===== src/rtl/wb_arbiter.sv =====
// Write-back port arbiter: shares the single register-file write port between the
// memory stage and the multiplier, queueing losing multiplier results in a small FIFO.
module wb_arbiter #(
  parameter int ARCH_LEN     = 32,
  parameter int REG_W        = 5,
  parameter int DEPTH        = 2,
  parameter int STARVE_LIMIT = 4
) (
  input  logic                clk,
  input  logic                rst_n,
  input  logic                mem_valid,
  input  logic                mem_we,
  input  logic [REG_W-1:0]    mem_rd,
  input  logic [ARCH_LEN-1:0] mem_data,
  output logic                mem_stall,
  input  logic                mul_valid,
  input  logic [REG_W-1:0]    mul_rd,
  input  logic [ARCH_LEN-1:0] mul_data,
  output logic                mul_stall,
  output logic                wb_valid,
  output logic [REG_W-1:0]    wb_rd,
  output logic [ARCH_LEN-1:0] wb_data
);

  localparam int PTR_W = $clog2(DEPTH);
  localparam int SW    = $clog2(STARVE_LIMIT + 1);

  logic [REG_W-1:0]    fifo_rd   [DEPTH];
  logic [ARCH_LEN-1:0] fifo_data [DEPTH];
  logic [PTR_W-1:0]    rd_ptr, wr_ptr;
  logic [PTR_W:0]      count;
  logic [SW-1:0]       starve_cnt;
  logic                mul_stall_q;

  logic             mem_req, inc_ok, conflict, fifo_nonempty;
  logic             grant_mem, grant_mul, push, pop;
  logic [PTR_W-1:0] off [DEPTH];

  assign mem_req       = mem_valid & mem_we & (mem_rd != '0);
  assign inc_ok        = mul_valid & ~mul_stall_q & (mul_rd != '0);
  assign fifo_nonempty = (count != '0);

  // An entry is live when its distance from the read pointer is below count.
  always_comb begin
    conflict = inc_ok & (mul_rd == mem_rd);
    for (int i = 0; i < DEPTH; i++) begin
      off[i] = PTR_W'(i) - rd_ptr;
      if (({1'b0, off[i]} < count) && (fifo_rd[i] == mem_rd))
        conflict = 1'b1;
    end
  end

  assign grant_mem = mem_req & ~conflict & (starve_cnt < SW'(STARVE_LIMIT));
  assign grant_mul = ~grant_mem & (fifo_nonempty | inc_ok);
  assign pop       = grant_mul & fifo_nonempty;
  assign push      = inc_ok & ~(grant_mul & ~fifo_nonempty);

  assign mem_stall = rst_n & mem_req & ~grant_mem;
  assign mul_stall = mul_stall_q;

  always_ff @(posedge clk) begin
    if (rst_n && push) begin
      fifo_rd[wr_ptr]   <= mul_rd;
      fifo_data[wr_ptr] <= mul_data;
    end
  end

  always_ff @(posedge clk) begin
    if (!rst_n) begin
      wb_valid    <= 1'b0;
      wb_rd       <= '0;
      wb_data     <= '0;
      rd_ptr      <= '0;
      wr_ptr      <= '0;
      count       <= '0;
      starve_cnt  <= '0;
      mul_stall_q <= 1'b1;
    end else begin
      wb_valid <= grant_mem | grant_mul;
      if (grant_mem) begin
        wb_rd   <= mem_rd;
        wb_data <= mem_data;
      end else if (pop) begin
        wb_rd   <= fifo_rd[rd_ptr];
        wb_data <= fifo_data[rd_ptr];
      end else if (grant_mul) begin
        wb_rd   <= mul_rd;
        wb_data <= mul_data;
      end

      if (push) wr_ptr <= wr_ptr + 1'b1;
      if (pop)  rd_ptr <= rd_ptr + 1'b1;

      case ({push, pop})
        2'b10:   count <= count + 1'b1;
        2'b01:   count <= count - 1'b1;
        default: count <= count;
      endcase
      mul_stall_q <= (push & ~pop & (count == (PTR_W+1)'(DEPTH - 1))) |
                     (~push & ~pop & (count == (PTR_W+1)'(DEPTH)));

      if (grant_mul || !fifo_nonempty)
        starve_cnt <= '0;
      else if (grant_mem && starve_cnt < SW'(STARVE_LIMIT))
        starve_cnt <= starve_cnt + 1'b1;
    end
  end

endmodule


===== config.mk =====
export PLATFORM = sky130hd
export DESIGN_NAME = wb_arbiter
export DESIGN_NICKNAME = d
export VERILOG_FILES = /design/src/rtl/wb_arbiter.sv
export SDC_FILE = /design/constraint.sdc
export NUM_CORES = 1
export LEC_CHECK = 0
export CAP_MARGIN = 10
export CORE_AREA = 2 2 156 82
export DETAILED_ROUTE_END_ITERATION = 7
export DIE_AREA = 0 0 158 84
export PLACE_DENSITY = 0.77
export SETUP_SLACK_MARGIN = 0.3
export SLEW_MARGIN = 0
export SYNTH_ARGS = -nofsm -noshare
export SYNTH_HDL_FRONTEND = slang
export SYNTH_SLANG_ARGS = --single-unit

===== constraint.sdc =====
create_clock -name clk -period 4.55 [get_ports clk]
set_input_delay 0.455 -clock clk [delete_from_list [all_inputs] [get_ports clk]]
set_output_delay 0.455 -clock clk [all_outputs]
set_load 0.02 [all_outputs]

Yosys cells after proc, flatten, opt, wreduce, memory -nomap -nowiden
Memory sizes are Yosys's and may differ from the RTL's. A register that Yosys moved wholly into a read port is not among the register bits.
Cells that the tools add are included.
- bits in registers: 46
- RAM bits: 74
- bits of input ports: 79
- word-level logic and storage cells: 82
- memories: 2
- add/sub/neg operators: 7
- magnitude comparators: 3
- equal/unequal tests: 7
- multiplexer cells: 15
- bitwise logic cells: 28
- reductions and logical operators: 12
- memory list (memory ; depth ; bits a word ; rd ports ; clocked after memory_dff ; write ports ; line ; text):
    fifo_data ; 2 ; 32 ; 1 ; 1 ; 1 ; 29 ; logic [ARCH_LEN-1:0] fifo_data [DEPTH];
    fifo_rd ; 2 ; 5 ; 3 ; 1 ; 1 ; 28 ; logic [REG_W-1:0] fifo_rd [DEPTH];
- operators by type and width (operator ; number):
    32-bit two-way mux ; 3
    1-bit AND ; 17
    5-bit == test ; 3
    5-bit two-way mux ; 3
    5-bit nonzero test ; 2
    1-bit two-way mux ; 8
    1-bit NOT ; 8
    2-bit by 1-bit == test with 1-bit output (second input constant) ; 2
    2-bit == test (second input constant) ; 2
    1-bit logical AND ; 4
    1-bit by 2-bit less-than comparator with 1-bit output ; 2
    2-bit case mux with 2 select lines ; 1
    2-bit nonzero test ; 2
    3-bit by 1-bit adder with 3-bit output (second input constant) ; 1
    3-bit less-than comparator (second input constant) ; 1
    1-bit OR ; 3
    3-bit nonzero test ; 1
    1-bit adder (second input constant) ; 2
    2-bit by 1-bit adder with 2-bit output (second input constant) ; 1
    2-bit OR reduction ; 1
    1-bit subtractor (first input constant) ; 2
    2-bit by 1-bit subtractor with 2-bit output (second input constant) ; 1
    1-bit logical NOT ; 1
    1-bit logical OR ; 1

Longest topological paths before layout
Gate-level depths: netlist (run 1).
- depth in word-level cells: 18
- mapped depth: 10
- gate-level depth less buffers: 9

Worst setup path after synthesis (run 1)
OpenSTA, ideal clock, no wires.
- kind: input -> register
- start: input port mem_rd[0]
- end: memory fifo_data[0][0] (enable)
- library setup time: 477 ps
- arrival: 4224 ps
- setup slack: -151 ps
- cell stages on the path: 7
- buffers on the path: 1
- path through: buf_2 xor2_1 nor4_2 a211oi_4 a31oi_1 or2_2 nor3_1
- word-level cells in the longest chain between the ends: 15
- elaborated cells on any way between the ends: 21
- those cells by class: 3 x eq/ne; 4 x mux; 10 x bitwise; 4 x reduce/logical
- RTL lines (item ; line ; text):
    from (decl) ; 13 ; input logic [REG_W-1:0] mem_rd,
    5-bit == test, on equally long branches ; 45, 48 ;
    1-bit AND or 1-bit logical AND (tied branches) ; 45, 48 ;
    1-bit two-way mux (2 in a row) ; 48 ; if (({1'b0, off[i]} < count) && (fifo_rd[i] == mem_rd))
    1-bit NOT ; 53 ; assign grant_mem = mem_req & ~conflict & (starve_cnt < SW'(STARVE_LIMIT));
    1-bit AND * (2 in a row) ; 53 ;
    1-bit NOT * ; 54 ; assign grant_mul = ~grant_mem & (fifo_nonempty | inc_ok);
    1-bit AND * ; 54 ;
    1-bit AND * ; 56 ; assign push = inc_ok & ~(grant_mul & ~fifo_nonempty);
    1-bit NOT * ; 56 ;
    1-bit AND * ; 56 ;
    1-bit logical AND * ; 62 ; if (rst_n && push) begin
    1-bit two-way mux * ; 62 ;
    1-bit two-way mux (not written as such) * ; 64 ; fifo_data[wr_ptr] <= mul_data;
    to (decl) ; 29 ;
Every way passes the cells marked *; elsewhere a longest branch is shown, timed or not.

Worst setup path in the final report (run 1)
- start: input port mem_rd[0]
- end: output port mem_stall
- word-level cells in the longest chain between the ends: 9
- elaborated cells on any way between the ends: 16
- those cells by class: 3 x eq/ne; 2 x mux; 8 x bitwise; 3 x reduce/logical
- RTL lines (item ; line ; text):
    5-bit == test, on equally long branches ; 45, 48 ;
    1-bit AND or 1-bit logical AND (tied branches) ; 45, 48 ;
    1-bit two-way mux (2 in a row) ; 48 ;
    1-bit NOT ; 53 ;
    1-bit AND (2 in a row) ; 53 ;
    1-bit NOT ; 58 ; assign mem_stall = rst_n & mem_req & ~grant_mem;
    1-bit AND * ; 58 ;
    to (decl) ; 15 ; output logic mem_stall,
Marks and branches as above.

==> results of run 1 <==
-- worst paths after layout --
path / start / slack, ps / cells after the start / end
worst max-delay path: mem_rd[0] / 780 / 7 / mem_stall
worst min-delay path: starve_cnt[0]$_SDFFE_PP0P_ / 460 / 1 / starve_cnt[0]$_SDFFE_PP0P_
worst max register to register: fifo_rd[0][3]$_DFFE_PP_ / 1710 / 7 / fifo_data[0][26]$_DFFE_PP_
worst min register to register: starve_cnt[0]$_SDFFE_PP0P_ / 460 / 1 / starve_cnt[0]$_SDFFE_PP0P_
-- sequential cells by signal (all words and copies together), names as in the netlist, named ones only --
| register | cells |
|---|---|
| count | 2 |
| wb_rd | 5 |
| wr_ptr | 1 |
| fifo_data | 64 |
| wb_data | 32 |
| starve_cnt | 3 |
| wb_valid | 1 |
| mul_stall | 1 |
| rd_ptr | 1 |
| fifo_rd | 10 |
-- per-layer routing --
| layer | vias up | global-route usage | share of wire |
|---|---|---|---|
| li1 | 1937 | - | - |
| met1 | 1973 | 0.316 | 0.48 |
| met2 | 172 | 0.305 | 0.42 |
| met3 | 18 | 0.0758 | 0.092 |
| met4 | 2 | 0.0713 | 0.0097 |
| met5 | - | 0 | 0.00079 |
-- cell usage in the layout (no fill, tap or decap), types with 2 or more instances in the layout --
cell type / synthesis / routed
sky130_fd_sc_hd__clkdlybuf4s50_1: 0 / 118
sky130_fd_sc_hd__edfxtp_1: 74 / 74
sky130_fd_sc_hd__nand2_1: 51 / 51
sky130_fd_sc_hd__dfxtp_1: 47 / 46
sky130_fd_sc_hd__mux2i_1: 37 / 37
sky130_fd_sc_hd__nor2_1: 28 / 27
sky130_fd_sc_hd__o21ai_0: 22 / 22
sky130_fd_sc_hd__a211oi_1: 20 / 20
sky130_fd_sc_hd__clkbuf_16: 0 / 17
sky130_fd_sc_hd__o31ai_1: 16 / 16
sky130_fd_sc_hd__xor2_1: 14 / 14
sky130_fd_sc_hd__a31oi_1: 14 / 14
sky130_fd_sc_hd__o211ai_1: 13 / 13
sky130_fd_sc_hd__a21oi_1: 12 / 12
sky130_fd_sc_hd__o21ai_1: 9 / 9
sky130_fd_sc_hd__a211oi_2: 9 / 9
sky130_fd_sc_hd__buf_4: 0 / 8
sky130_fd_sc_hd__ha_1: 7 / 7
sky130_fd_sc_hd__inv_1: 5 / 5
sky130_fd_sc_hd__o22ai_1: 5 / 5
sky130_fd_sc_hd__nor2b_1: 5 / 5
sky130_fd_sc_hd__xnor2_1: 4 / 4
sky130_fd_sc_hd__clkinv_1: 2 / 4
sky130_fd_sc_hd__clkinv_2: 0 / 4
sky130_fd_sc_hd__nor4_1: 3 / 3
sky130_fd_sc_hd__nor3_1: 4 / 3
sky130_fd_sc_hd__clkinvlp_4: 0 / 3
sky130_fd_sc_hd__or4_1: 2 / 2
sky130_fd_sc_hd__nand2b_1: 2 / 2
sky130_fd_sc_hd__nor4_2: 2 / 2
sky130_fd_sc_hd__bufinv_16: 0 / 2
sky130_fd_sc_hd__clkinv_4: 0 / 2
-- area by class of cell --
cell class                      instances  area, sq um
Fill cell                             998         4860
Sequential cell                       121         3160
Multi-Input combinational cell        295         2030
Timing Repair Buffer                  127         1260
Clock buffer                           18          439
Tap cell                              170          213
Clock inverter                         14          131
Inverter                                7         26.3
-- report_power, final --
part	switching, mW	total (mW)	internal, mW
clock network	0.485	1.29	0.810
registers	0.142	1.48	1.34
logic	0.740	1.33	0.594
-- metrics by stage --
step	worst slack [ps]	hold slack, ps	total power [mW]	area [sq um]	cells
2_1_floorplan	848	420	2.30	5360	456
3_3_place_gp	953	435	2.79	6690	720
3_5_place_dp	833	457	2.82	6690	720
4_1_cts	847	464	4.13	7260	752
5_1_grt	698	494	4.31	7260	752
6_report	785	462	4.11	7260	752
-- cells by family (layout without fill, tap and decap cells) --
group / count (synthesis) / in the layout / share of synthesized area
AO/OA/AOI/OAI: 128 / 128 / 0.171
multiplexers: 37 / 37 / 0.0692
AND/OR/NAND/NOR: 105 / 105 / 0.0879
XOR/XNOR: 18 / 18 / 0.0295
flip-flops: 121 / 121 / 0.591
adder cells (fa/ha/maj): 7 / 7 / 0.0164
buffers and inverters: 40 / 166 / 0.0344
==> results.md, run 1 <==
- The count of distinct cell types in the synthesized netlist is 44.
- The largest buffer count on any clock path is 2.
- By area the synthesized netlist is led by sky130_fd_sc_hd__edfxtp_1 (42%), sky130_fd_sc_hd__dfxtp_1 (18%), sky130_fd_sc_hd__mux2i_1 (6.9%).
- Setup repair after global routing left no endpoint under its margin.
- The effective utilization at floorplan is 0.441.
- The count of nets left with antenna violations once routing finished came out at 0.
- The measured slew at the worst slew-check pin is 866 ps.
- The data required time of the worst path is 4090 ps.
- The flow ran to the end, and the final reports show no timing, DRC or antenna violations.
- The final estimated routing congestion in global placement is 0.861.
- The cell type group with the largest total delay on the critical path is simple AND/OR/NAND/NOR gates.
- The most area-hungry cell type in the Yosys netlist is sky130_fd_sc_hd__edfxtp_1.
- Once the clock tree was built, the resizer swapped 0 gates to a different size.
- Of the post-synthesis cell area, the dominant cell type holds 0.415.
- The final critical path time including I/O delays and setup is 3770 ps.
- Based on the critical path, the design can be clocked at up to 0.266 GHz.
- The fraction of the core area covered by cells at the end of the flow is 0.599.
- TritonCTS built the clock tree.
- The first detailed-routing pass ran for 5 iterations.
- The average wire per cell in the routed design is 18.6 um.
- The maximum level of the CTS H-tree is 4.
- The analysis attributes to cell leakage a power of 2.47 nW.
- The die boundary height is between 80 and 90 um.
- Hold repair after CTS inserted 0 buffers.
- Dividing the detail-routed via count by the number of cells gives between 5 and 6.
- The max-capacitance violation count is 0.
- In this run the tightest slew margin relative to its limit is 0.423.
- The post-route clock period utilization is 0.828.
- The worst hold path class is register to register.
- Power spread over the standard cell area amounts to approximately 570 nW/um^2.
- Entering global routing, the biggest net connects 61 pins.
- The clock transition at the registers of the reported paths is ~60 ps.
- The via count of the first global-routing pass came to 4,050.
- The aggregate global-route resource usage is 0.218.
- The count of pins on the block boundary is 119.
- In the post-synthesis netlist, the cell with the most instances is sky130_fd_sc_hd__edfxtp_1.
- The final worst clock skew is between 10 and 15 ps.
- The fraction of synthesis flops using an asynchronous set or reset pin is 0.
- Buffers placed on the I/O ports in this run total 118.
- The number of setup violations in the final report is 0.
- The area overhead of the layout relative to synthesis is 35.7%.
- The count of final max-slew check failures is 0.
- The largest individual stage delay along the critical path comes from the cell sky130_fd_sc_hd__clkdlybuf4s50_1.
- Synthesis inferred 121 register bits.
- The delay of the slowest cell on the worst path is approximately 640 ps.
- The number of antenna violations at the first check in global routing came to 1.
- The main flop type after synthesis is sky130_fd_sc_hd__edfxtp_1.
- Yosys printed 0 warnings.
- Synthesis produced a netlist whose cell count is 456.
- After routing, the total negative slack on setup checks comes to 0 ps.
- The highest ir drop seen on vdd is roughly 0.00028 V.
- The endpoint type of the worst setup path is a primary output.
- The classification of the worst setup path is input pin to primary output.
- The buffer type at the clock tree root is sky130_fd_sc_hd__clkbuf_16.
- The placeable core area is 12,100 sq um.
- The number of setup buffers added after CTS is 0.
- The detailed router placed 4,102 vias in this run.
- After detailed routing, the total wire length is 14,000 um.
- The wire length of the first global-routing pass is 21,800 um.
- Data on the critical path arrives at its endpoint at 3310 ps.
- The average instance in the mapped netlist occupies about 12 sq um.
- In the synthesized netlist, the cells that appear most often are sky130_fd_sc_hd__edfxtp_1 (74), sky130_fd_sc_hd__nand2_1 (51), sky130_fd_sc_hd__dfxtp_1 (47).
- The most frequent cell on the critical path is sky130_fd_sc_hd__clkdlybuf4s50_1.
- The count of buffer and inverter cells on the critical path is 2.
- The floorplan step defined a die boundary enclosing 13,300 sq um.
- The total global routing overflow is 0.
- The clock latency on the worst-skew pair is 420 ps.
- The startpoint type of the worst setup path is an input pin.
- The synthesized design contains 74 enable-type register cells.
- The violation count after the first detailed-routing iteration is ~300.
- The signal on the critical path passes through clkdlybuf4s50_1 > xor2_1 > nor4_1 > nand3b_1 > and3_1 > nor3_1 > clkdlybuf4s50_1.
- The number of nets handed over by synthesis was 542.
- The share of the Yosys chip area taken by registers is 0.591.
- After detailed routing, the number of remaining DRC violations is 0.
- The final net count is 655.
- The tree built by TritonCTS fans out to 121 sinks.
- The count of final hold-check violations was 0.
- Buffers inserted during clock tree synthesis total 17.
- The number of antenna diodes in the final layout is 0.
- The synthesized netlist occupies a cell area of 5350 sq um.
- The share of final-layout standard cells stronger than drive strength 1 is 0.105.
- In this run the core area contains 29 standard-cell rows.
- The die is 158 um wide.
- Of all nets on the critical path, the largest fanout is 13.
- The post-detailed-placement half-perimeter wirelength is approximately 9300 um.
No activity file was read; power rests on OpenSTA's default activity.
==> inputs of run 2 (changes only) <==
--- a/config.mk
+++ b/config.mk
@@ -6,10 +6,10 @@
 export NUM_CORES = 1
 export LEC_CHECK = 0
 export CAP_MARGIN = 10
-export CORE_AREA = 2 2 156 82
+export CORE_AREA = 2 2 148 78
 export DETAILED_ROUTE_END_ITERATION = 7
-export DIE_AREA = 0 0 158 84
-export PLACE_DENSITY = 0.77
+export DIE_AREA = 0 0 150 80
+export PLACE_DENSITY = 0.81
 export SETUP_SLACK_MARGIN = 0.3
 export SLEW_MARGIN = 0
 export SYNTH_ARGS = -nofsm -noshare
==> constraint.sdc (replaced) <==
create_clock -name clk -period 3.6 [get_ports clk]
set_input_delay 0.36 -clock clk [delete_from_list [all_inputs] [get_ports clk]]
set_output_delay 0.36 -clock clk [all_outputs]
set_load 0.02 [all_outputs]
==> run 2 against run 1 <==
Against the previous run:
- clock power up 31%
- worst setup slack worse by 370 ps
- combinational power up 27%
- cell area about the same
- clock-buffer cell count up 3
- first-iteration DRC count up 28%
- clock skew down 1.7 ps
- register-to-register slack worse by 750 ps
- routed wire length about the same
- critical endpoint unchanged
- highest routed layer unchanged
==> results.md, run 2 (synthesized netlist as in run 1, its figures left out) <==
- The flow ran to the end, and the final reports show no timing, DRC or antenna violations.
- The total net switching power is 1.71 mW (+25%).
- The path class of the tightest hold or removal check is register to register.
- The launching element of the worst setup path is mem_rd[4].
- The worst path arrival time is 2830 ps (-480 ps).
- The per-cell via count in the routed design came to 5.74 (+5.2%).
- The effective utilization at floorplan came to 0.501 (+0.0597).
- The part of the power in combinational logic is 0.320 (-0.005).
- The buffer type at the clock tree root is sky130_fd_sc_hd__clkbuf_16.
- The final setup TNS is 0 ps (unchanged).
- TritonCTS built the clock tree.
- The total die area is 12,000 sq um (-9.6%).
- The count of pins on the block boundary is 119 (unchanged).
- The clock latency on the worst-skew pair is 410 ps (about the same).
- The final estimated routing congestion in global placement is 0.885 (+2.9%).
- The count of port buffers added during placement was 118 (unchanged).
- The startpoint identified for the worst register-to-register timing path is count[0]$_SDFFE_PN0P_.
- The layout filler cell count is 800 (-20%).
- The total power divided by cell area is 726 nW/um^2 (+28%).
- The clock transition at the registers of the reported paths is 50 ps (about the same).
- The internal portion of total power was 3.56 mW (+30%).
- The violation count after the first detailed-routing iteration is 379 (+28%).
- Dividing the final minimum period by the clock period gives 0.885.
- The most used routing layer is met2.
- The proportion of power drawn by flip-flops and latches was 0.359 (about the same).
- The width of the chip was 150 um (-5.1%).
- The global routing met1 resource utilization is 0.353 (+0.0375).
- The area overhead of the layout relative to synthesis was 35.9% (about the same).
- The startpoint type of the worst setup path is an input pin.
- The most common cell after layout, fill and taps aside is sky130_fd_sc_hd__clkdlybuf4s50_1.
- Counting flops per register, the top entry is fifo_data.
- The max-capacitance violation count is 0 (unchanged).
- The standby leakage power is 2.50 nW (+1.1%).
- The maximum level of the CTS H-tree is 4 (unchanged).
- The measured slew at the worst slew-check pin is 977 ps (+112 ps).
- In this run the critical register-to-register path is captured at wb_data[18]$_SDFFE_PN0P_.
- The switching share of power is 0.324 (-0.00830).
- The largest registers in the layout are fifo_data (64), wb_data (32), fifo_rd (10).
- The highest ir drop seen on vdd is 0.000350 V (+27%).
- The CTS sink count is 121 (unchanged).
- The placeable core area was 10,700 sq um (-12%).
- The number of flip-flops under the largest register name is 64 (unchanged).
- The final worst clock skew was 8.41 ps (-1.71 ps).
- The number of antenna violations at the first check in global routing is 1 (unchanged).
- The worst hold path begins at starve_cnt[0]$_SDFFE_PP0P_.
- The final net count is 658 (+0.46%).
- The aggregate global-route resource usage is 0.247 (+0.0291).
- The post-detailed-placement half-perimeter wirelength is 9290 um (+0.31%).
- The number of nets still failing antenna checks after routing is 0 (unchanged).
- The total wirelength of the detailed-routed design is 14,000 um (about the same).
- The post-layout total power is 5.27 mW (+28%).
- The largest buffer count on any clock path is 2 (unchanged).
- The number of optimization iterations in the first detailed-route pass is 5 (unchanged).
- The count of final max-slew check failures is 0 (unchanged).
- The data required time of the worst path is 3240 ps (-850 ps).
- The worst setup path is of the input pin to primary output kind.
- The total clock buffers created by CTS came to 17 (unchanged).
- The DRC violation count after routing is 0 (unchanged).
- The number of rows in the core area is 27 (-6.9%).
- The register area is 3160 sq um (unchanged).
- The routing usage on met3 is 0.0806 (+0.00477).
- The average wire per cell in the routed design is 19.2 um (+3.2%).
- The post-cts resize count is 0 (unchanged).
- The pin count of the biggest net entering global routing was 61 (unchanged).
- The endpoint type of the worst setup path is a primary output.
- The number of hold buffers added after cts came to 0 (unchanged).
- The area occupied by multi-input gates is 2030 sq um (unchanged).
- In the layout the commonest cells are sky130_fd_sc_hd__clkdlybuf4s50_1 (118), sky130_fd_sc_hd__edfxtp_1 (74), sky130_fd_sc_hd__nand2_1 (51).
- The capture point of the worst path is mem_stall.
- The via count of the first global-routing pass is 4,091 (+1.0%).
- The total global routing overflow was 0 (unchanged).
- The count of inserted antenna diode cells was 0 (unchanged).
- The count of final hold-check violations is 0 (unchanged).
- The number of cells traversed by the worst register-to-register path was 6 (-1).
- The share of final-layout standard cells stronger than drive strength 1 is 0.106 (+0.00135).
- Setup repair after global routing left no endpoint under its margin.
- The register-to-register setup slack is 960 ps (-750 ps).
- The normalized max-slew margin came to 0.349 (-0.0744).
- The number of setup buffers added after CTS came to 0 (unchanged).
- The power share of the clock group was 0.320 (+0.005).
- The upper clock frequency limit is 0.314 GHz.
- The die boundary height is 80 um (-4.8%).
- The final critical path time including I/O delays and setup is 3190 ps.
- The critical-path maximum fanout was 6 (-7).
- The wire length of the first global-routing pass is 22,000 um (+1.0%).
- The number of setup violations in the final report is 0 (unchanged).
- The number of vias in the routed layout is 4,183 (+2.0%).
- The global routing met2 resource utilization is 0.356 (+0.0510).
==> run 2: how the worst min path moves through the flow <==
stage,to,slack (ps),cells after the start
6_report,starve_cnt[0]$_SDFFE_PP0P_,450,1
5_1_grt,starve_cnt[0]$_SDFFE_PP0P_,460,1
4_1_cts,starve_cnt[0]$_SDFFE_PP0P_,450,1
3_5_place_dp,starve_cnt[0]$_SDFFE_PP0P_,440,1
3_3_place_gp,starve_cnt[0]$_SDFFE_PP0P_,430,1
2_1_floorplan,starve_cnt[0]$_SDFFE_PP0P_,420,1
==> run 2: cell type report <==
type / count / share of cell area
well taps: 145 / 0.0250
repair buffers: 130 / 0.177
multi-input cells: 295 / 0.279
flip-flops and latches: 121 / 0.435
clock inverters: 10 / 0.0172
clock buffers: 21 / 0.0634
inverters: 7 / 0.00362
==> run 2: metrics by stage <==
stage / utilization / cells / hold WS, ps / instance area [sq um] / worst slack [ps]
5_1_grt: 0.681 / 729 / 458 / 7270 / 303
4_1_cts: 0.681 / 729 / 452 / 7270 / 417
6_report: 0.681 / 729 / 450 / 7270 / 413
3_5_place_dp: 0.626 / 698 / 444 / 6680 / 431
3_3_place_gp: 0.626 / 698 / 434 / 6680 / 471
2_1_floorplan: - / 456 / 420 / 5360 / 592
==> run 2: layer usage <==
metal | routed length [um] | vias to the layer above
li1 | - | 1947
met1 | 6500 | 2022
met2 | 5960 | 187
met3 | 1310 | 25
met4 | 176 | 2
met5 | 13 | -
==> run 2: power groups by stage <==
stage          Combinational [mW]  Sequential [mW]  Clock, mW
4_1_cts                      1.69             1.89       1.71
5_1_grt                      1.82             1.92       1.79
3_3_place_gp                 1.64             1.90          0
3_5_place_dp                 1.67             1.92          0
2_1_floorplan               0.900             2.01          0
6_report                     1.69             1.89       1.69
==> run 2: worst max-delay path, cell delays in order <==
cell and delay [ps]:
sky130_fd_sc_hd__clkdlybuf4s50_1 540, sky130_fd_sc_hd__or4_1 590, sky130_fd_sc_hd__o211ai_2 250, sky130_fd_sc_hd__a211oi_4 110
sky130_fd_sc_hd__and3_1 190, sky130_fd_sc_hd__nor3_1 160, sky130_fd_sc_hd__clkdlybuf4s50_1 640
==> inputs of run 3 (changes only) <==
--- a/config.mk
+++ b/config.mk
@@ -5,6 +5,7 @@
 export SDC_FILE = /design/constraint.sdc
 export NUM_CORES = 1
 export LEC_CHECK = 0
+export ABC_CLOCK_PERIOD_IN_PS = 3600
 export CAP_MARGIN = 10
 export CORE_AREA = 2 2 148 78
 export DETAILED_ROUTE_END_ITERATION = 7
==> results of run 3 <==
Final layout, timing and power as in run 2 (identical DEF).
